`config.mk`:
```
export PLATFORM = sky130hd
export DESIGN_NAME = disp_mode_ctrl_flat
export DESIGN_NICKNAME = d
export VERILOG_FILES = /design/src/rtl/disp_mode_if.sv /design/src/rtl/disp_mode_ctrl.sv /design/src/flat_wrapper.sv
export SDC_FILE = /design/constraint.sdc
export NUM_CORES = 1
export LEC_CHECK = 0
export ABC_AREA = 1
export CAP_MARGIN = 30
export CORE_MARGIN = 10
export CORE_UTILIZATION = 44
export CTS_BUF_LIST = sky130_fd_sc_hd__clkbuf_2
export CTS_CLUSTER_DIAMETER = 100
export CTS_CLUSTER_SIZE = 14
export DETAILED_ROUTE_END_ITERATION = 12
export GPL_TIMING_DRIVEN = 0
export PLACE_DENSITY = 0.74
export REMOVE_ABC_BUFFERS = 1
export SKIP_LAST_GASP = 1
export SYNTH_ARGS = -nofsm -noshare
export SYNTH_HDL_FRONTEND = slang
export SYNTH_SLANG_ARGS = --single-unit
```
`constraint.sdc`:
```
create_clock -name clk -period 4.65 [get_ports clk]
set_clock_uncertainty 0.1 [all_clocks]
set_input_delay 0.93 -clock clk [delete_from_list [all_inputs] [get_ports clk]]
set_output_delay 0.93 -clock clk [all_outputs]
set_load 0.05 [all_outputs]
```
`src/rtl/disp_mode_if.sv`:
```
// Board-control and display-configuration bundle for disp_mode_ctrl.
// slave is the controller side; master is the board/timing side.
interface disp_mode_if;
   logic       frame_start;
   logic       BTN0;
   logic       BTN1;
   logic       BTN2;
   logic       rot_A;
   logic       rot_B;
   logic       rot_dwn;
   logic       SW3;
   logic       demo_en;
   logic [2:0] pattn;
   logic [2:0] pattn_scal;
   logic [3:0] rot_indx;
   logic       cfg_update;
   logic [7:0] LED;

   modport slave (
      input  frame_start, BTN0, BTN1, BTN2,
      input  rot_A, rot_B, rot_dwn, SW3, demo_en,
      output pattn, pattn_scal, rot_indx,
      output cfg_update, LED
   );

   modport master (
      output frame_start, BTN0, BTN1, BTN2,
      output rot_A, rot_B, rot_dwn, SW3, demo_en,
      input  pattn, pattn_scal, rot_indx,
      input  cfg_update, LED
   );
endinterface

```
`src/rtl/disp_mode_ctrl.sv`:
```
// Display-mode controller: debounced board controls feed pending
// registers that are committed to the active outputs on frame_start.
module disp_mode_ctrl #(
   parameter logic [19:0] DEB_MAX     = 20'hFFFFE,
   parameter int unsigned DEMO_FRAMES = 120
) (
   input  logic       clk,
   input  logic       reset,
   disp_mode_if.slave io
);
   localparam logic [7:0] DEMO_N = DEMO_FRAMES[7:0];

   logic        a_s1_q, a_s2_q, b_s1_q, b_s2_q, d_s1_q, d_s2_q;
   logic        deb_a_q, deb_a_d, deb_b_q, deb_b_d, deb_a_dly_q;
   logic [19:0] cnt_q, cnt_d;
   logic        at_max_q, at_max, press, step, btn_any;
   logic [2:0]  pend_rot_q, pend_rot_d;
   logic [2:0]  pend_scal_q, pend_scal_d;
   logic [2:0]  pend_pattn_q, pend_pattn_d;
   logic [7:0]  demo_cnt_q, demo_cnt_d;
   logic [2:0]  pattn_q, pattn_d, scal_q, scal_d, rot_q, rot_d;
   logic        cfg_q, cfg_d;

   always_comb begin
      deb_a_d      = deb_a_q;
      deb_b_d      = deb_b_q;
      cnt_d        = cnt_q;
      pend_rot_d   = pend_rot_q;
      pend_scal_d  = pend_scal_q;
      pend_pattn_d = pend_pattn_q;
      demo_cnt_d   = demo_cnt_q;
      pattn_d      = pattn_q;
      scal_d       = scal_q;
      rot_d        = rot_q;
      cfg_d        = 1'b0;

      // deb_a only moves on A==B, deb_b only on A!=B
      if (a_s2_q && b_s2_q)        deb_a_d = 1'b1;
      else if (!a_s2_q && !b_s2_q) deb_a_d = 1'b0;
      if (!a_s2_q && b_s2_q)       deb_b_d = 1'b1;
      else if (a_s2_q && !b_s2_q)  deb_b_d = 1'b0;

      step = !deb_a_q && deb_a_dly_q;
      if (step)
         pend_rot_d = deb_b_q ? pend_rot_q - 3'd1
                              : pend_rot_q + 3'd1;

      at_max = (cnt_q == DEB_MAX);
      press  = at_max && !at_max_q;
      if (d_s2_q && !at_max)      cnt_d = cnt_q + 20'd1;
      else if (!d_s2_q && at_max) cnt_d = '0;

      if (press) begin
         if (io.SW3 && pend_scal_q < 3'd5)
            pend_scal_d = pend_scal_q + 3'd1;
         else if (!io.SW3 && pend_scal_q > 3'd1)
            pend_scal_d = pend_scal_q - 3'd1;
      end

      btn_any = io.BTN0 || io.BTN1 || io.BTN2;
      if (!io.demo_en || btn_any) begin
         demo_cnt_d = '0;
      end else if (io.frame_start) begin
         if (demo_cnt_q + 8'd1 == DEMO_N) begin
            demo_cnt_d = '0;
            unique case (pend_pattn_q)
               3'b001:  pend_pattn_d = 3'b010;
               3'b010:  pend_pattn_d = 3'b100;
               default: pend_pattn_d = 3'b001;
            endcase
         end else begin
            demo_cnt_d = demo_cnt_q + 8'd1;
         end
      end

      priority case (1'b1)
         io.BTN0: pend_pattn_d = 3'b001;
         io.BTN1: pend_pattn_d = 3'b010;
         io.BTN2: pend_pattn_d = 3'b100;
         default: ;
      endcase

      if (io.frame_start) begin
         pattn_d = pend_pattn_q;
         scal_d  = pend_scal_q;
         rot_d   = pend_rot_q;
         cfg_d   = {pend_pattn_q, pend_scal_q, pend_rot_q}
                   != {pattn_q, scal_q, rot_q};
      end
   end

   always_ff @(posedge clk or negedge reset) begin
      if (!reset) begin
         a_s1_q       <= 1'b1;
         a_s2_q       <= 1'b1;
         b_s1_q       <= 1'b1;
         b_s2_q       <= 1'b1;
         d_s1_q       <= 1'b0;
         d_s2_q       <= 1'b0;
         deb_a_q      <= 1'b1;
         deb_b_q      <= 1'b1;
         deb_a_dly_q  <= 1'b1;
         cnt_q        <= '0;
         at_max_q     <= 1'b0;
         pend_rot_q   <= '0;
         pend_scal_q  <= '0;
         pend_pattn_q <= '0;
         demo_cnt_q   <= '0;
         pattn_q      <= '0;
         scal_q       <= '0;
         rot_q        <= '0;
         cfg_q        <= 1'b0;
      end else begin
         a_s1_q       <= io.rot_A;
         a_s2_q       <= a_s1_q;
         b_s1_q       <= io.rot_B;
         b_s2_q       <= b_s1_q;
         d_s1_q       <= io.rot_dwn;
         d_s2_q       <= d_s1_q;
         deb_a_q      <= deb_a_d;
         deb_b_q      <= deb_b_d;
         deb_a_dly_q  <= deb_a_q;
         cnt_q        <= cnt_d;
         at_max_q     <= at_max;
         pend_rot_q   <= pend_rot_d;
         pend_scal_q  <= pend_scal_d;
         pend_pattn_q <= pend_pattn_d;
         demo_cnt_q   <= demo_cnt_d;
         pattn_q      <= pattn_d;
         scal_q       <= scal_d;
         rot_q        <= rot_d;
         cfg_q        <= cfg_d;
      end
   end

   assign io.pattn      = pattn_q;
   assign io.pattn_scal = scal_q;
   assign io.rot_indx   = {1'b0, rot_q};
   assign io.cfg_update = cfg_q;
   assign io.LED        = {1'b0, rot_q, 1'b0, scal_q};
endmodule

```
`src/flat_wrapper.sv`:
```
// flat-port wrapper written by rule: the top's interface ports become plain ports
module disp_mode_ctrl_flat 
#(
   parameter logic [19:0] DEB_MAX     = 20'hFFFFE,
   parameter int unsigned DEMO_FRAMES = 120
)
  (clk, reset, io_frame_start, io_BTN0, io_BTN1, io_BTN2, io_rot_A, io_rot_B, io_rot_dwn, io_SW3, io_demo_en, io_pattn, io_pattn_scal, io_rot_indx, io_cfg_update, io_LED);
  disp_mode_if io_i ();
  input  logic clk;
  input  logic reset;
  input wire logic [$bits(io_i.frame_start)-1:0] io_frame_start;
  input wire logic [$bits(io_i.BTN0)-1:0] io_BTN0;
  input wire logic [$bits(io_i.BTN1)-1:0] io_BTN1;
  input wire logic [$bits(io_i.BTN2)-1:0] io_BTN2;
  input wire logic [$bits(io_i.rot_A)-1:0] io_rot_A;
  input wire logic [$bits(io_i.rot_B)-1:0] io_rot_B;
  input wire logic [$bits(io_i.rot_dwn)-1:0] io_rot_dwn;
  input wire logic [$bits(io_i.SW3)-1:0] io_SW3;
  input wire logic [$bits(io_i.demo_en)-1:0] io_demo_en;
  output wire logic [$bits(io_i.pattn)-1:0] io_pattn;
  output wire logic [$bits(io_i.pattn_scal)-1:0] io_pattn_scal;
  output wire logic [$bits(io_i.rot_indx)-1:0] io_rot_indx;
  output wire logic [$bits(io_i.cfg_update)-1:0] io_cfg_update;
  output wire logic [$bits(io_i.LED)-1:0] io_LED;
  assign io_i.frame_start = io_frame_start;
  assign io_i.BTN0 = io_BTN0;
  assign io_i.BTN1 = io_BTN1;
  assign io_i.BTN2 = io_BTN2;
  assign io_i.rot_A = io_rot_A;
  assign io_i.rot_B = io_rot_B;
  assign io_i.rot_dwn = io_rot_dwn;
  assign io_i.SW3 = io_SW3;
  assign io_i.demo_en = io_demo_en;
  assign io_pattn = io_i.pattn;
  assign io_pattn_scal = io_i.pattn_scal;
  assign io_rot_indx = io_i.rot_indx;
  assign io_cfg_update = io_i.cfg_update;
  assign io_LED = io_i.LED;
  disp_mode_ctrl #(.DEB_MAX(DEB_MAX), .DEMO_FRAMES(DEMO_FRAMES)) u_core (.clk(clk), .reset(reset), .io(io_i));
endmodule
```
# Word-level counts from Yosys, hierarchy flattened

Index checks and enable logic that the tools add are counted.

Bitwise logic cells: 0
Muxes and demuxes: 20
Divide/modulo/power cells: 0
Multipliers: 0
Shifts and indexed selects: 0
$add $sub $neg: 6
Reduce and logical (&&, ||, !) cells: 30
Order comparisons: 2
Equal/unequal tests: 6

Operator list:

| kind                                                                  | count |
|---|---|
| 20-bit two-way mux                                                    | 2 |
| 3-bit two-way mux                                                     | 9 |
| 8-bit two-way mux                                                     | 3 |
| 20-bit by 1-bit adder with 20-bit output (second input constant)      | 1 |
| 20-bit == test (second input constant)                                | 1 |
| 1-bit logical AND                                                     | 10 |
| 2-bit nonzero test                                                    | 5 |
| 9-bit inequality test                                                 | 1 |
| 8-bit by 1-bit adder with 8-bit output (second input constant)        | 1 |
| 8-bit by 7-bit == test with 1-bit output (second input constant)      | 1 |
| 1-bit zero test                                                       | 8 |
| 4-bit nonzero test                                                    | 2 |
| 3-bit by 1-bit adder with 3-bit output (second input constant)        | 2 |
| 3-bit one-hot mux with 2 select lines                                 | 1 |
| 3-bit by 1-bit subtractor with 3-bit output (second input constant)   | 2 |
| 1-bit two-way mux                                                     | 5 |
| 4-bit inequality test (second input constant)                         | 1 |
| 3-bit by 1-bit == test with 1-bit output (second input constant)      | 1 |
| 3-bit by 2-bit == test with 1-bit output (second input constant)      | 1 |
| 3-bit by 1-bit > comparator with 1-bit output (second input constant) | 1 |
| 1-bit logical OR                                                      | 3 |
| 3-bit < comparator (second input constant)                            | 1 |
| 3-bit AND reduction                                                   | 1 |
| 2-bit AND reduction                                                   | 1 |

Memory bits (writable): 0
Bits in latches: 0
Word-level logic and storage cells: 83
Output and inout port bits: 19
Memories kept: 0
Bits in read-only memories: 0
Flip-flop bits (word level): 57

# Logic depth before layout (Yosys ltp)

Gate-level depths: netlist of the first run.

Depth in word-level cells: 8
Gate-level depth with buffers: 18

# Least setup slack after synthesis of the first run

OpenSTA, ideal clock, no wires.

Path type: reg-to-reg
From: register u_core.cnt_q[0]
To: register u_core.cnt_q[18]
Setup slack: 2.204 ns
Data arrival time: 2.228 ns
Clock period less this slack: 2.446 ns
Cell stages (with the launch flop): 19
Data required time: 4.432 ns
Setup time: 0.118 ns
Path through: dfrtp_1 > inv_1 > ha_1 > inv_1 > nor3_1 > nand3_1 > nor2_4 > inv_1 > ha_1 > inv_1 > nand2_1 > nor2_2 > nand2_2 > nor2_4 > nand2_2 > clkinv_2 > nand2_1 > nand2_1 > a21oi_2

Cells in the longest elaborated chain, start to end: 4

RTL lines:

| what                                                            | RTL line              | source |
|---|---|---|
| start: declaration                                              | disp_mode_ctrl.sv:15  | `logic [19:0] cnt_q, cnt_d;` |
| start signal: assignment                                        | disp_mode_ctrl.sv:123 | `cnt_q <= cnt_d;` |
| 20-bit == test (*)                                              | disp_mode_ctrl.sv:48  | `at_max = (cnt_q == DEB_MAX);` |
| named net u_core.at_max                                         | disp_mode_ctrl.sv:16  | `logic at_max_q, at_max, press, step, btn_any;` |
| 1-bit zero test                                                 | disp_mode_ctrl.sv:50  | `if (d_s2_q && !at_max) cnt_d = cnt_q + 20'd1;` |
| 1-bit logical AND                                               | disp_mode_ctrl.sv:50  |  |
| 20-bit two-way mux / 2-bit nonzero test (equally long branches) | --                    |  |

Mark *: on every way through the listed nets, which the timed path passes. The rest lies on a longest branch.
A chain may end at the register's enable or synchronous reset.

# Worst setup path in the final report of the first run

Same ends and word-level chain as after synthesis.

==> results of run 1 <==
logic make-up (layout without fill, tap and decap cells):
logic type,after synthesis,count (layout),synth area share (%)
AO/OA/AOI/OAI,64,64,11.5
XOR/XNOR,10,10,2.85
adder cells (fa/ha/maj),10,10,4.31
buffers and inverters,66,96,9.31
flip-flops,57,57,46.6
other,1,3,0.122
AND/OR/NAND/NOR,162,162,25.2
layout make-up:
type	instances	share of cell area (%)
flip-flops and latches	57	40.7
multi-input cells	249	38.7
repair buffers	27	7.81
inverters	53	5.68
well taps	96	3.41
clock inverters	7	2.41
clock buffers	9	1.28
cell usage in the layout, fill, tap and decap left out, drive strengths merged:
cell type,instances
fa,1
nand3,21
a21oi,19
a211oi,2
a22o,1
clkinv,5
dfrtp,50
conb,3
bufinv,2
buf,2
nand4,8
o21a,1
ha,9
clkinvlp,1
inv,52
nand3b,1
o21bai,2
nor2,35
nor3,7
dfstp,7
clkdlybuf4s50,25
o21ai,31
o31ai,2
o22ai,5
nand2,90
a41oi,1
xor2,9
xnor2,1
clkbuf,9
flip-flops by register name, indices dropped and copies added (netlist names), 3 cells and up:
name / count
u_core.cnt_q: 20
u_core.demo_cnt_q: 8
u_core.io.pattn: 3
u_core.io.pattn_scal: 3
u_core.pend_pattn_q: 3
u_core.pend_rot_q: 3
u_core.pend_scal_q: 3
u_core.rot_q: 3
cell usage after synthesis (all sizes together):
cell type,number
a41oi,1
dfstp,7
a211oi,2
o21bai,2
clkbuf,2
nand3b,1
o31ai,2
dfrtp,50
a22o,1
inv,52
nor2,35
o22ai,5
nand4,8
fa,1
o21a,1
nand2,90
buf,11
o21ai,31
conb,1
xor2,9
a21oi,19
nand3,21
ha,9
xnor2,1
clkinv,1
nor3,7
worst max-delay path by stage:
stage                                                    from                               end  slack (ns)  depth (start not counted)
after global placement                                  reset  u_core.demo_cnt_q[3]$_DFFE_PN0P_        0.76                          1
final                             u_core.cnt_q[0]$_DFFE_PN0P_      u_core.cnt_q[18]$_DFFE_PN0P_        1.80                         18
after CTS                 u_core.io.pattn_scal[2]$_DFFE_PN0P_                         io_LED[2]        1.80                          1
after global routing              u_core.cnt_q[0]$_DFFE_PN0P_      u_core.cnt_q[10]$_DFFE_PN0P_        1.59                         15
after floorplan                   u_core.cnt_q[0]$_DFFE_PN0P_      u_core.cnt_q[18]$_DFFE_PN0P_        2.20                         18
after detailed placement          u_core.cnt_q[0]$_DFFE_PN0P_      u_core.cnt_q[18]$_DFFE_PN0P_        1.84                         18
worst reg2reg max path, delay by kind of cell (launching register included):
family	cells	cell delay (ns)
compound gates	1	0.04
fa+ha+maj	2	0.53
buf+inv	5	0.38
flops	1	0.43
simple gates	10	1.27
routing by layer:
layer / global-route usage (%) / vias to the layer above / routed length (um)
li1: - / 1236 / -
met1: 14.3 / 1177 / 2780
met2: 19.6 / 39 / 2940
met3: 3.66 / 7 / 231
met4: 6.05 / 0 / 85
met5: 0 / - / 0
through the flow:
step / util (%) / power (mW) / instance area [sq um] / hold slack, ns / cells
floorplan: - / 0.777 / 3000 / 0.231 / 359
finish: 51.9 / 1.24 / 3520 / 0.245 / 498
global route: 51.9 / 1.31 / 3520 / 0.219 / 498
detailed placement: 50.0 / 0.887 / 3390 / 0.247 / 482
CTS: 51.9 / 1.25 / 3520 / 0.232 / 498
global placement: 49.7 / 0.876 / 3380 / 0.232 / 481
power by group through the flow:
stage | Combinational (mW) | Clock [mW] | Sequential (mW)
finish | 0.294 | 0.363 | 0.580
global placement | 0.288 | 0 | 0.588
detailed placement | 0.298 | 0 | 0.589
CTS | 0.299 | 0.374 | 0.580
global route | 0.323 | 0.399 | 0.588
floorplan | 0.101 | 0 | 0.677
==> results.md, run 1 <==
- Status: finished clean
- Critical Path RT: 4.95 ns
- Final setup vio count: 0
- Arrival @ worst endpoint: 3.15 ns
- Most Frequent Cell on Critical Path: inv_1
- #FFs+latches synth: 57
- Io pins: 30
- Die H: 104 um
- Final Max Slew Viols: 0
- Antenna viol nets, final: 0
- Routability cong.: 0.825
- Post-Route Setup TNS: 0 ns
- WL/cell: 12.1 um
- Pin count of the biggest net entering global routing: 40
- Slowest cell on crit path: dfrtp_1
- Nets: 418
- Root Buffer: clkbuf_2
- Vias in the first global route: 2,565
- Syn Std Cell Area: 3080 sq um
- Worst-path clk slew: 0.17 ns
- R2R Path Start: u_core.cnt_q[0]$_DFFE_PN0P_
- Diode count: 0
- Syn-to-layout area delta: 14.5%
- Max cap viols: 0
- CP max FO: 6
- Unique masters post-synth: 37
- Crit-path cells: inv_1 > ha_1 > inv_1 > nor3_1 > nand3_1 > nor2_4 > inv_1 > ha_1 > inv_1 > nand2_1 > nor2_2 > nand2_2 > nor2_4 > nand2_2 > clkinv_2 > nand2_1 > nand2_1 > a21oi_2
- DR vias: 2,459
- Clk_lat worst skew: 0.50 ns
- Static Leak: 1.65 nW
- Register area: 1440 sq um
- Iter 0 DRT Violations: 129
- YS warnings: 0
- CORE AREA: 6790 sq um
- CP delay by family, top: simple AND/OR/NAND/NOR gates
- Crit path time final: 2.85 ns
- RSZ-0062 raised after global routing: false
- Cells after synthesis: 370
- Reg2reg setup slack: 1.80 ns
- Final WL: 6.03 mm
- Die width: 104 um
- IO Port Bufs: 26
- CP peak stage delay: 0.43 ns
- Remaining DRCs: 0
- Tcrit/Tclk final: 61.2%
- Worst-Margin Slew: 0.519 ns
- Rows: 30
- Setup CP Type: reg -> reg
- Max IR drop VDD: 217 uV
- P_sw: 0.424 mW
- Worst setup SP type: flip-flop
- TritonRoute pass-1 iters: 4
- Total gr overflow: 0
- Post-CTS Resized: 0
- Post-cts hold buffer count: 0
- Internal power: 0.813 mW
- Buf+Inv Stages, Crit Path: 5
- First-pass GRT wire length: 11.1 mm
- Num CTS Buffers: 9
- Crit end category: flip-flop
- CTS Buffer Depth: 2
- Post-CTS Setup Inserts: 0
- GRT Util Overall: 12.1%
- Via density: 4.94
- Fill cells: 614
- Detailed placement HPWL: 4.47 mm
- Hold Fails Final Rpt: 0
- DP Worst Slack: 1.84 ns
- Clk network pwr share: 29.3%
- Synth area leaders: dfrtp_1 41%, nand2_1 10%, inv_1 6.2%, dfstp_2 6.0%, o21ai_0 4.4%
- Initial antenna violation count: 0
- Register share of total power: 46.9%
- Layout cells sized above 1: 11.7%
- Fmax: 0.351 GHz
- Area share of the leading cell type in the synthesized netlist: 40.7%
- Area of the multi-input gates: 1360 sq um
- Slew headroom: 65.3%
- Comb pwr share: 23.8%
- Post-synthesis sequential area ratio: 46.6%
- Final worst slack: 1.80 ns
- Reg-to-Reg End: u_core.cnt_q[18]$_DFFE_PN0P_
- Biggest area consumer among synthesized cells: dfrtp_1
- Clk sink count: 57
- Min-delay worst type: in -> async
- Switching Fraction: 34.3%
- CTS tree: yes
- Avg Cell Area, Syn: 8.32 sq um
- H-tree depth: 3
- Path depth of the worst reg2reg path: 18
- Die area: 10,700 sq um
- Starting Density: 45.3%
- Cell Pwr Density: 351 nW/um^2
Power figures use the tool's default switching activity.
==> run 2, diff against run 1 <==
--- a/config.mk
+++ b/config.mk
@@ -14,7 +14,7 @@
 export CTS_CLUSTER_SIZE = 14
 export DETAILED_ROUTE_END_ITERATION = 12
 export GPL_TIMING_DRIVEN = 0
-export PLACE_DENSITY = 0.74
+export PLACE_DENSITY = 0.77
 export REMOVE_ABC_BUFFERS = 1
 export SKIP_LAST_GASP = 1
 export SYNTH_ARGS = -nofsm -noshare
==> constraint.sdc (replaced) <==
create_clock -name clk -period 2.31 [get_ports clk]
set_clock_uncertainty 0.1 [all_clocks]
set_input_delay 0.462 -clock clk [delete_from_list [all_inputs] [get_ports clk]]
set_output_delay 0.462 -clock clk [all_outputs]
set_load 0.05 [all_outputs]
==> results.md, run 2 (synthesis gave the netlist of run 1 again) <==
- Num CTS Buffers: 9
- CTS tree: yes
- Setup CP Type: reg -> reg
- First-pass GRT wire length: 12.2 mm
- Tcrit/Tclk final: 102%
- DP Worst Slack: -0.499 ns
- Clk network pwr share: 29.8%
- Remaining DRCs: 0
- DR vias: 2,567
- Pin count of the biggest net entering global routing: 38
- Syn-to-layout area delta: 22.2%
- Final total power: 2.57 mW
- Root Buffer: clkbuf_2
- Failing checks: setup timing
- Reg2reg setup slack: -0.06 ns
- Clk_lat worst skew: 0.51 ns
- Vias in the first global route: 2,620
- Io pins: 30
- Worst setup SP type: flip-flop
- Arrival @ worst endpoint: 2.72 ns
- Slew headroom: 61.1%
- Biggest register: u_core.cnt_q
- CORE AREA: 6790 sq um
- Most Frequent Cell on Critical Path: nand2_1
- Cell Pwr Density: 682 nW/um^2
- WL/cell: 13.6 um
- Detailed placement HPWL: 4.58 mm
- Fmax: 0.422 GHz
- Rows: 30
- TritonRoute pass-1 iters: 4
- Die area: 10,700 sq um
- Antenna viol nets, final: 0
- CTS Buffer Depth: 2
- Largest register FFs: 20
- Switching Fraction: 35.5%
- Crit-path cells: nand2_1 > nor3_4 > nand3_2 > nor2_4 > inv_2 > ha_4 > nor3_2 > nand2_1 > nor2_2 > nand3_1 > nand2_1 > nand2_1 > nor2_1
- Most common cell after layout, fill and taps aside: nand2_1
- Total gr overflow: 0
- IO Port Bufs: 26
- DP Area: 3390 sq um
- Iter 0 DRT Violations: 148
- Critical Path RT: 2.66 ns
- GRT Util Overall: 13.3%
- Internal power: 1.65 mW
- Via density: 4.97
- Top flop regs: u_core.cnt_q (20), u_core.demo_cnt_q (8)
- Nets: 437
- Most frequent cells in the layout: 82 x nand2_1, 50 x dfrtp_1, 45 x inv_1
- Routability cong.: 0.849
- Max IR drop VDD: 380 uV
- Diode count: 0
- Static Leak: 1.82 nW
- Hold Fails Final Rpt: 0
- P_sw: 0.912 mW
- Design area: 3760 sq um
- Final WL: 7.05 mm
- Layout cells sized above 1: 20.4%
- Die width: 104 um
- Fin cells: 517
- CP max FO: 6
- Slowest cell on crit path: dfrtp_1
- Register share of total power: 45.7%
- Clk sink count: 57
- H-tree depth: 3
- Comb pwr share: 24.4%
- RSZ-0062 raised after global routing: true
- Min-delay worst type: in -> reg
- Max cap viols: 0
- Final Max Slew Viols: 0
- Crit path time final: 2.37 ns
- Cell total after placement: 482
- Starting Density: 45.3%
- Final worst slack: -0.0573 ns
- Die H: 104 um
- Status: complete, but fails checks
- CP peak stage delay: 0.42 ns
- Crit end category: flip-flop
- Worst-path clk slew: 0.18 ns
- Worst-Margin Slew: 0.581 ns
- Initial antenna violation count: 0
- Final setup vio count: 4
-- run 2: cell count changes in the layout (fill, tap and decap cells not counted), sizes merged --
cell           previous run  this run
buf                       2        20
clkdlybuf4s50            25         9
dlygate4sd2               0        15
dlygate4sd3               0         1
dlymetal6s2s              0         1
-- run 2: final cells by class --
type	instances	area (sq um)
clock buffer	9	45.0
clock inverter	7	95.1
fill	598	3030
inverter	53	205
multi-input combinational	249	1450
sequential	57	1440
tap	96	120
timing repair buffer	46	408
-- run 2: metal layers --
| layer | vias up | wire length, um | share of wire [%] | global-route usage (%) |
|---|---|---|---|---|
| met5 | - | 0 | 0 | 0 |
| met4 | 0 | 140 | 2.0 | 4.33 |
| met3 | 15 | 262 | 3.7 | 4.40 |
| met2 | 45 | 3630 | 52 | 22.7 |
| met1 | 1230 | 3010 | 43 | 15.4 |
| li1 | 1277 | - | - | - |
-- run 2: stage by stage --
stage / utilization [%] / hold WS (ns) / setup TNS, ns
after global placement: 49.7 / 0.231 / -61.76
after CTS: 54.1 / 0.210 / 0
after floorplan: - / 0.0664 / -0.456
final: 55.3 / 0.236 / -0.159
after global routing: 55.3 / 0.198 / -1.77
after detailed placement: 50.0 / 0.238 / -7.10
-- run 2: worst max-delay path, delay by kind of cell, from the launching register on --
kind          cells  cell delay, ns
simple gates     11            1.48
flops             1            0.42
fa+ha+maj         1            0.25
buf+inv           1            0.05
-- run 2: power by group through the flow --
stage | logic [mW] | registers (mW) | clock network (mW)
4_1_cts | 0.608 | 1.17 | 0.785
5_1_grt | 0.693 | 1.19 | 0.843
2_1_floorplan | 0.203 | 1.36 | 0
3_5_place_dp | 0.601 | 1.19 | 0
3_3_place_gp | 0.579 | 1.18 | 0
6_report | 0.627 | 1.17 | 0.766
-- run 2: repair_timing --
action                     CTS  global route
setup endpoints to repair   33            19
gates resized for setup     32            14
pin swaps                    7             6
buffers inserted            12             6
hold endpoints to repair    18             0
hold buffers                 1             0
-- run 2: worst paths after layout --
path,from,depth (start not counted),endpoint
hold / removal,io_rot_B,1,u_core.b_s1_q$_DFF_PN1_
setup / recovery,u_core.cnt_q[2]$_DFFE_PN0P_,13,u_core.cnt_q[19]$_DFFE_PN0P_
hold reg to reg,u_core.b_s1_q$_DFF_PN1_,0,u_core.b_s2_q$_DFF_PN1_
setup reg to reg,u_core.cnt_q[2]$_DFFE_PN0P_,13,u_core.cnt_q[19]$_DFFE_PN0P_
max in group asynchronous,reset,3,u_core.deb_b_q$_DFFE_PN1P_
min in group asynchronous,reset,2,u_core.d_s1_q$_DFF_PN0_
